File: src/rtl/fetch_queue.sv
// Instruction prefetch FIFO between fetch and decode.
// Buffers {pc, instr} pairs and hands them to decode over a valid/ready
// handshake. A flush on redirect empties the queue in one cycle.
module fetch_queue #(
  parameter int          DEPTH    = 4,
  parameter logic [31:0] PC_RESET = 32'h00003000
) (
  input  logic                       clk,
  input  logic                       reset,
  input  logic                       in_valid,
  output logic                       in_ready,
  input  logic [31:0]                in_pc,
  input  logic [31:0]                in_instr,
  output logic                       out_valid,
  input  logic                       out_ready,
  output logic [31:0]                out_pc,
  output logic [31:0]                out_instr,
  input  logic                       flush,
  output logic [$clog2(DEPTH):0]     count
);

  localparam int AW = $clog2(DEPTH);
  localparam int CW = AW + 1;

  logic [63:0]   mem_q [DEPTH];
  logic [AW-1:0] wp_q, wp_d;
  logic [AW-1:0] rp_q, rp_d;
  logic [CW-1:0] cnt_q, cnt_d;
  logic          push, pop;
  logic [63:0]   head;

  // Handshake qualifiers come only from registered occupancy, so neither
  // side sees a combinational path from the other side's handshake.
  assign in_ready  = (cnt_q != CW'(DEPTH));
  assign out_valid = (cnt_q != '0);
  assign push      = in_valid & in_ready;
  assign pop       = out_valid & out_ready;
  assign count     = cnt_q;

  // Head is read straight out of storage; an empty queue shows a nop at the
  // reset PC so decode never sees stale or undefined data.
  assign head      = mem_q[rp_q];
  assign out_pc    = out_valid ? head[63:32] : PC_RESET;
  assign out_instr = out_valid ? head[31:0]  : 32'h00000000;

  // Next-state for pointers and occupancy; reset and flush both empty the queue
  // and discard any same-cycle push or pop.
  always_comb begin
    wp_d  = wp_q;
    rp_d  = rp_q;
    cnt_d = cnt_q;
    if (reset || flush) begin
      wp_d  = '0;
      rp_d  = '0;
      cnt_d = '0;
    end else begin
      if (push) wp_d = wp_q + 1'b1;
      if (pop)  rp_d = rp_q + 1'b1;
      case ({push, pop})
        2'b10:   cnt_d = cnt_q + 1'b1;
        2'b01:   cnt_d = cnt_q - 1'b1;
        default: cnt_d = cnt_q;
      endcase
    end
  end

  // Control state registers.
  always_ff @(posedge clk) begin
    wp_q  <= wp_d;
    rp_q  <= rp_d;
    cnt_q <= cnt_d;
  end

  // Entry storage; written only on an accepted push that is not being discarded.
  always_ff @(posedge clk) begin
    if (push && !reset && !flush) begin
      mem_q[wp_q] <= {in_pc, in_instr};
    end
  end

endmodule
File: config.mk
export PLATFORM = sky130hd
export DESIGN_NAME = fetch_queue
export DESIGN_NICKNAME = d
export VERILOG_FILES = /design/src/rtl/fetch_queue.sv
export SDC_FILE = /design/constraint.sdc
export NUM_CORES = 1
export LEC_CHECK = 0
export CAP_MARGIN = 20
export CORE_MARGIN = 2
export CORE_UTILIZATION = 40
export CTS_CLUSTER_DIAMETER = 80
export DETAILED_ROUTE_END_ITERATION = 12
export GPL_ROUTABILITY_DRIVEN = 1
export MAX_ROUTING_LAYER = met4
export PLACE_DENSITY = 0.57
export REMOVE_ABC_BUFFERS = 1
export SLEW_MARGIN = 25
export SYNTH_ARGS = -nofsm -noshare
export SYNTH_HDL_FRONTEND = slang
export SYNTH_SLANG_ARGS = --single-unit
File: constraint.sdc
create_clock -name clk -period 3.2 [get_ports clk]
set_input_delay 0.64 -clock clk [delete_from_list [all_inputs] [get_ports clk]]
set_output_delay 0.64 -clock clk [all_outputs]
set_load 0.05 [all_outputs]
==> results.md, run 1 <==
* Synth Area in Compound Gates at 0.00464
* Rows at 58
* Mux contribution to synthesized area at 0.143
* Crit path kind: reg -> out
* Crit-path max cell delay at 540 ps
* Pwr Density at 592 mW/mm^2
* Run status: complete, no violations
* Top post-synthesis cells by area: edfxtp_1, mux4_2, and2_1, dfxtp_1, buf_12
* Die H at 164 um
* Adder-cell share of the synthesized area at 0.00806
* Fin crit share at 0.945
* CORE AREA at 0.0252 sq mm
* Setup crit end kind: primary output
* Simple-Gate Fraction of Synth Area at 0.0517
* Yosys warnings at 0
* Pleak at 4.17 nW
* Cell taking the most area after synthesis: edfxtp_1
* Register area share after synthesis at 0.768
* Clk Latency, worst-skew pair at 520 ps
* Clock power frac at 0.414
* Syn Area/Cell at 22.3 sq um
* P_sw at 0.00160 W
* Most instantiated cells after synthesis: edfxtp_1, and2_1, mux4_2
* Dominant cell by count in the synthesized netlist: edfxtp_1
* Largest family of logic cells by synthesized area: multiplexers
* Startpoint types: register
* Starting DRT DRC Count at 274
* Cells after Synth at 460
* Worst Hold Margin at 495 ps
* Grt total ovfl at 0
* Clk slew on worst S/H paths at 60 ps
* Dpl hpwl at 11.2 mm
* FF+latch count, synth at 265
* Met2 usage at 0.254
* Max Cap Viol at 0
* WP data arrival at 2380 ps
* Sw Share at 0.212
* Post-synth EDFFs at 256
* Total Routing Usage GR at 0.152
* Port buffer count at 137
* Clk sink count at 265
* Post-synth cell types at 31
* Buf+Inv Stages, Crit Path at 2
* Global-route wire length before repair at 29.9 mm
* XOR/XNOR share of the synthesized area at 0.00171
* Synth top area share at 0.751
* Initial Util at 0.407
* Most Crowded Layer GR: met2
* Largest net degree at the start of global routing at 65
* Antenna violations before repair at 0
* Placed instance area at 0.0118 sq mm
* Die W at 164 um
* Ys flop type: edfxtp_1
* Unrepaired setup endpoints after global routing: false
* Max VDD drop at 0.282 mV
* GPL Wtd Cong at 0.710
* Post-DR vias/cell at 5.06
* ANT nets after route at 0
* Mapped cell area at 0.0102 sq mm
* Slowest CP cell: mux4_2
* CTS Hold Bufs at 0
* Layout cells sized above 1 at 0.289
* Tmin final at 3020 ps
* CP required at 2560 ps
* GRT met3 Usage at 0.0301
* Via count at 4893
* Gate power share at 0.075
* Rel. slew slack at 0.608
* CP Max Fanout at 43
* Post-CTS sizing at 0
* Asr flop ratio synth at 0
* Clock root cell: clkbuf_16
* Fin nets at 691
* Fin. max-slew vios at 0
* CTS Buf Count at 29
* Die area at 0.0269 sq mm
* Vias in the first global route at 5171
* Number of remaining DRC errors at 0
* HP Class: reg -> reg
* Post-CTS Setup Inserts at 0
* Reg power frac at 0.511
* Fin. Hold Viols at 0
* Cell breakdown of the critical path: buf_12, mux4_2, and2_1, buf_4
* Largest delay contributor family on the critical path: buffers and inverters
* Cell area after layout at 0.0128 sq mm
* Post-Route WL at 19.7 mm
* DRT Pass-1 Iters at 5
* Htree depth at 1
* CTS tree: built
* Internal Power at 0.00595 W
* Maximum clock rate at 0.331 GHz
* Layout area overhead at 24.5%
* Clock Skew at 9.50 ps
* Clock buffer depth at 3
* Worst Max-Slew Pin Slew at 587 ps
* Grt met1 use at 0.192
* Setup Viol. Count Final at 0
* Per-cell routed wire length at 20.4 um
* Fillers at 2005
* I/O pin total at 138
* Antenna cells at 0
-- state kept, by name (all words and copies together) (netlist names), named ones only --
signal,flops
count,3
wp_q,2
rp_q,2
mem_q,256
-- worst min-delay path, delay by kind of cell, from the launching register on --
family,cells,cell delay (ps)
flip-flops,1,300
AO/OA/AOI/OAI,2,140
-- cells by family (layout without fill, tap and decap cells) --
group | count (synthesis) | count (layout)
buffers and inverters | 29 | 206
muxes | 65 | 65
DFF | 265 | 265
AOI/OAI and AO/OA | 8 | 8
xor gates and xnor gates | 2 | 2
adders and majority gates | 6 | 6
and+or+nand+nor | 85 | 85
-- final cells by class --
class	count	area (sq um)	share of cell area
Sequential cell	265	7880	0.618
Multi-Input combinational cell	166	2160	0.170
Timing Repair Buffer	147	1370	0.108
Clock buffer	40	797	0.0625
Tap cell	330	413	0.0324
Clock inverter	12	106	0.00834
Inverter	7	26.3	0.00206
-- cells in the final DEF (no fill, tap or decap) --
master and n:
edfxtp_1 256, clkdlybuf4s50_1 73, buf_4 66, and2_1 62
mux4_2 60, clkbuf_16 29, clkbuf_1 8, dfxtp_1 7
inv_1 6, buf_12 6, ha_1 5, clkinv_1 5
mux4_1 4, nor2_1 4, and3_4 4, nand2_1 4
clkinv_2 4, or2_1 3, a21oi_1 3, clkbuf_8 3
and2_4 2, xor2_1 2, o21ai_1 2, o21ai_0 2
dfxtp_4 2, bufinv_16 2, dlymetal6s2s_1 2, nor3_2 1
inv_2 1, or3b_4 1, mux2i_1 1, nand4b_1 1
or3_1 1, nand4_1 1, o31ai_2 1, or3_2 1
fa_1 1, clkinvlp_4 1
-- per-stage QoR --
step	utilization	power [W]	setup slack (ps)	TNS (ps)	cells
after floorplan	-	0.00424	-1200	-70530	438
after global placement	0.470	0.00449	537	0	915
after detailed placement	0.470	0.00450	495	0	915
after CTS	0.506	0.00764	2.53	0	967
after global routing	0.506	0.00781	31.8	0	967
final	0.506	0.00754	176	0	967
-- power by group through the flow --
stage / clock network, W / logic [W] / registers, W
3_5_place_dp: 0 / 0.000577 / 0.00393
4_1_cts: 0.00321 / 0.000579 / 0.00385
3_3_place_gp: 0 / 0.000570 / 0.00392
5_1_grt: 0.00335 / 0.000604 / 0.00386
2_1_floorplan: 0 / 0.000304 / 0.00394
6_report: 0.00312 / 0.000569 / 0.00385
-- metal layers --
metal / vias up / wire length [um]
li1: 2178 / -
met1: 2565 / 8200
met2: 122 / 10100
met3: 28 / 1110
met4: 0 / 322
met5: - / 0
-- final timing paths --
path            start    endpoint  slack, ps  cells past startpoint
max          register  out_pc[21]        180                      4
min           rp_q[1]    register        490                      2
max reg2reg  count[2]    count[2]        710                      9
min reg2reg   rp_q[1]    register        490                      2
No activity file was read; power rests on OpenSTA's default activity.
==> inputs of run 2 (changes only) <==
CORE_UTILIZATION = 55   (was 40)
PLACE_DENSITY = 0.76   (was 0.57)
==> run 2 against run 1 <==
  * Non-clock buffer count is 3 higher
  * Global-route usage up 4.2 points
  * Final area decreased by 1.5%
  * Worst hold slack got worse by 15 ps
  * First-iteration DRC count shrank 2.9%
  * Combinational power about the same
  * Clock skew up 2.1 ps
  * Register-to-register slack lost 20 ps
  * Final cell count shrank 10%
  * Sequential power barely moved
==> results.md, run 2 (synthesis gave the netlist of run 1 again) <==
* Run status: complete, no violations
* Commonest non-fill, non-tap cell in the layout: edfxtp_1
* Post-CTS Setup Inserts at 0
* I/O pin total at 138
* Antenna violations before repair at 1
* Post-CTS sizing at 1
* Placed instance area at 0.0117 sq mm
* Cell count of the worst reg-to-reg path at 10
* HP Class: reg -> reg
* Largest register FFs at 256
* Setup crit end kind: primary output
* Top reg by flops: mem_q
* Vias in the first global route at 5274
* Htree depth at 1
* Non-Filler Instances at 866
* Layout cells sized above 1 at 0.291
* DRT Pass-1 Iters at 4
* Die W at 140 um
* CP Max Fanout at 12
* Clock root cell: clkbuf_16
* Via count at 4880
* Total power at 0.00742 W
* Slowest CP cell: clkdlybuf4s50_1
* Max VDD drop at 0.493 mV
* WP data arrival at 2460 ps
* Cell breakdown of the critical path: mux4_1, and2_1, clkdlybuf4s50_1
* Max Cap Viol at 0
* Cell area after layout at 0.0126 sq mm
* Clock Skew at 11.6 ps
* Largest net degree at the start of global routing at 53
* Post-Route WL at 18.5 mm
* CTS Hold Bufs at 0
* CTS Buf Count at 27
* Pwr Density at 591 mW/mm^2
* Rows at 49
* Buf+Inv Stages, Crit Path at 1
* Worst Max-Slew Pin Slew at 596 ps
* Worst Hold Margin at 480 ps
* Tmin final at 3100 ps
* Layout area overhead at 22.6%
* Startpoint types: register
* CORE AREA at 0.0181 sq mm
* Crit-path max cell delay at 690 ps
* Rel. slew slack at 0.601
* Flop-to-flop setup slack at 690 ps
* Hold_sp: rp_q[1]
* Global-route wire length before repair at 28.6 mm
* GPL Wtd Cong at 0.775
* Setup Viol. Count Final at 0
* Clk Latency, worst-skew pair at 510 ps
* CP required at 2560 ps
* Fin nets at 692
* Crit. path cell count at 3
* Initial Util at 0.564
* Fin. max-slew vios at 0
* Port buffer count at 137
* Crit Reg-Reg Startpoint: count[0]
* Clk slew on worst S/H paths at 60 ps
* Worst Hold Path Cells at 2
* Placed cells at 817
* Clock buffer depth at 3
* Number of remaining DRC errors at 0
* Starting DRT DRC Count at 266
* Per-cell routed wire length at 21.3 um
* Clk sink count at 265
* CTS tree: built
* Post-DR vias/cell at 5.64
* FF-to-FF End: count[2]
* Fin crit share at 0.967
* Crit path kind: reg -> out
* Maximum clock rate at 0.323 GHz
* Die H at 140 um
* Largest delay contributor family on the critical path: buffers and inverters
* Grt total ovfl at 0
* Unrepaired setup endpoints after global routing: false
* Most frequent cells in the layout: edfxtp_1, clkdlybuf4s50_1, buf_4
* Dpl hpwl at 10.8 mm
* Total Routing Usage GR at 0.194
* Pleak at 4.14 nW
* ANT nets after route at 0
* Die area at 0.0197 sq mm
* Final setup TNS at 0 ps
* Fin. Hold Viols at 0
* Fillers at 1153
run 2: worst max path at each step:
stage,endpoint,from,slack (ps)
floorplan,out_pc[12],register,-1200
global placement,count[2],out_ready,560
detailed placement,count[2],out_ready,460
CTS,out_instr[8],register,70
global route,out_pc[31],register,6
finish,out_instr[31],register,100
run 2: power breakdown:
group          total [W]  internal [W]  switching (W)
logic           0.000567      0.000222       0.000345
registers        0.00385       0.00384      0.0000128
clock network    0.00300       0.00178        0.00122
total            0.00742       0.00584        0.00157
run 2: worst register-to-register path, delay by kind of cell, from the launching register on:
| family | cells | cell delay (ps) |
|---|---|---|
| XOR/XNOR | 1 | 160 |
| AO/OA/AOI/OAI | 1 | 140 |
| buffers and inverters | 3 | 450 |
| AND/OR/NAND/NOR | 3 | 710 |
| adder cells (fa/ha/maj) | 2 | 540 |
| flip-flops | 1 | 430 |
run 2: per-stage QoR:
step	util	setup WS, ps
finish	0.692	105
CTS	0.692	65.9
detailed placement	0.645	464
floorplan	-	-1200
global placement	0.645	558
global route	0.692	6.22
run 2: routing by layer:
layer,wire length [um],up-vias,global-route usage
met5,0,-,-
met4,265,0,0.0426
met3,940,28,0.0342
met2,9540,143,0.331
met1,7720,2532,0.250
li1,-,2177,-
run 2: cell type report:
| cell class | count | area [sq um] | area share |
|---|---|---|---|
| sequential | 265 | 7880 | 0.627 |
| multi-input combinational | 166 | 2160 | 0.172 |
| timing repair buffer | 150 | 1360 | 0.108 |
| clock buffer | 31 | 691 | 0.0550 |
| tap | 229 | 287 | 0.0228 |
| clock inverter | 17 | 161 | 0.0129 |
| inverter | 7 | 28.8 | 0.00229 |
| antenna | 1 | 2.50 | 0.000199 |
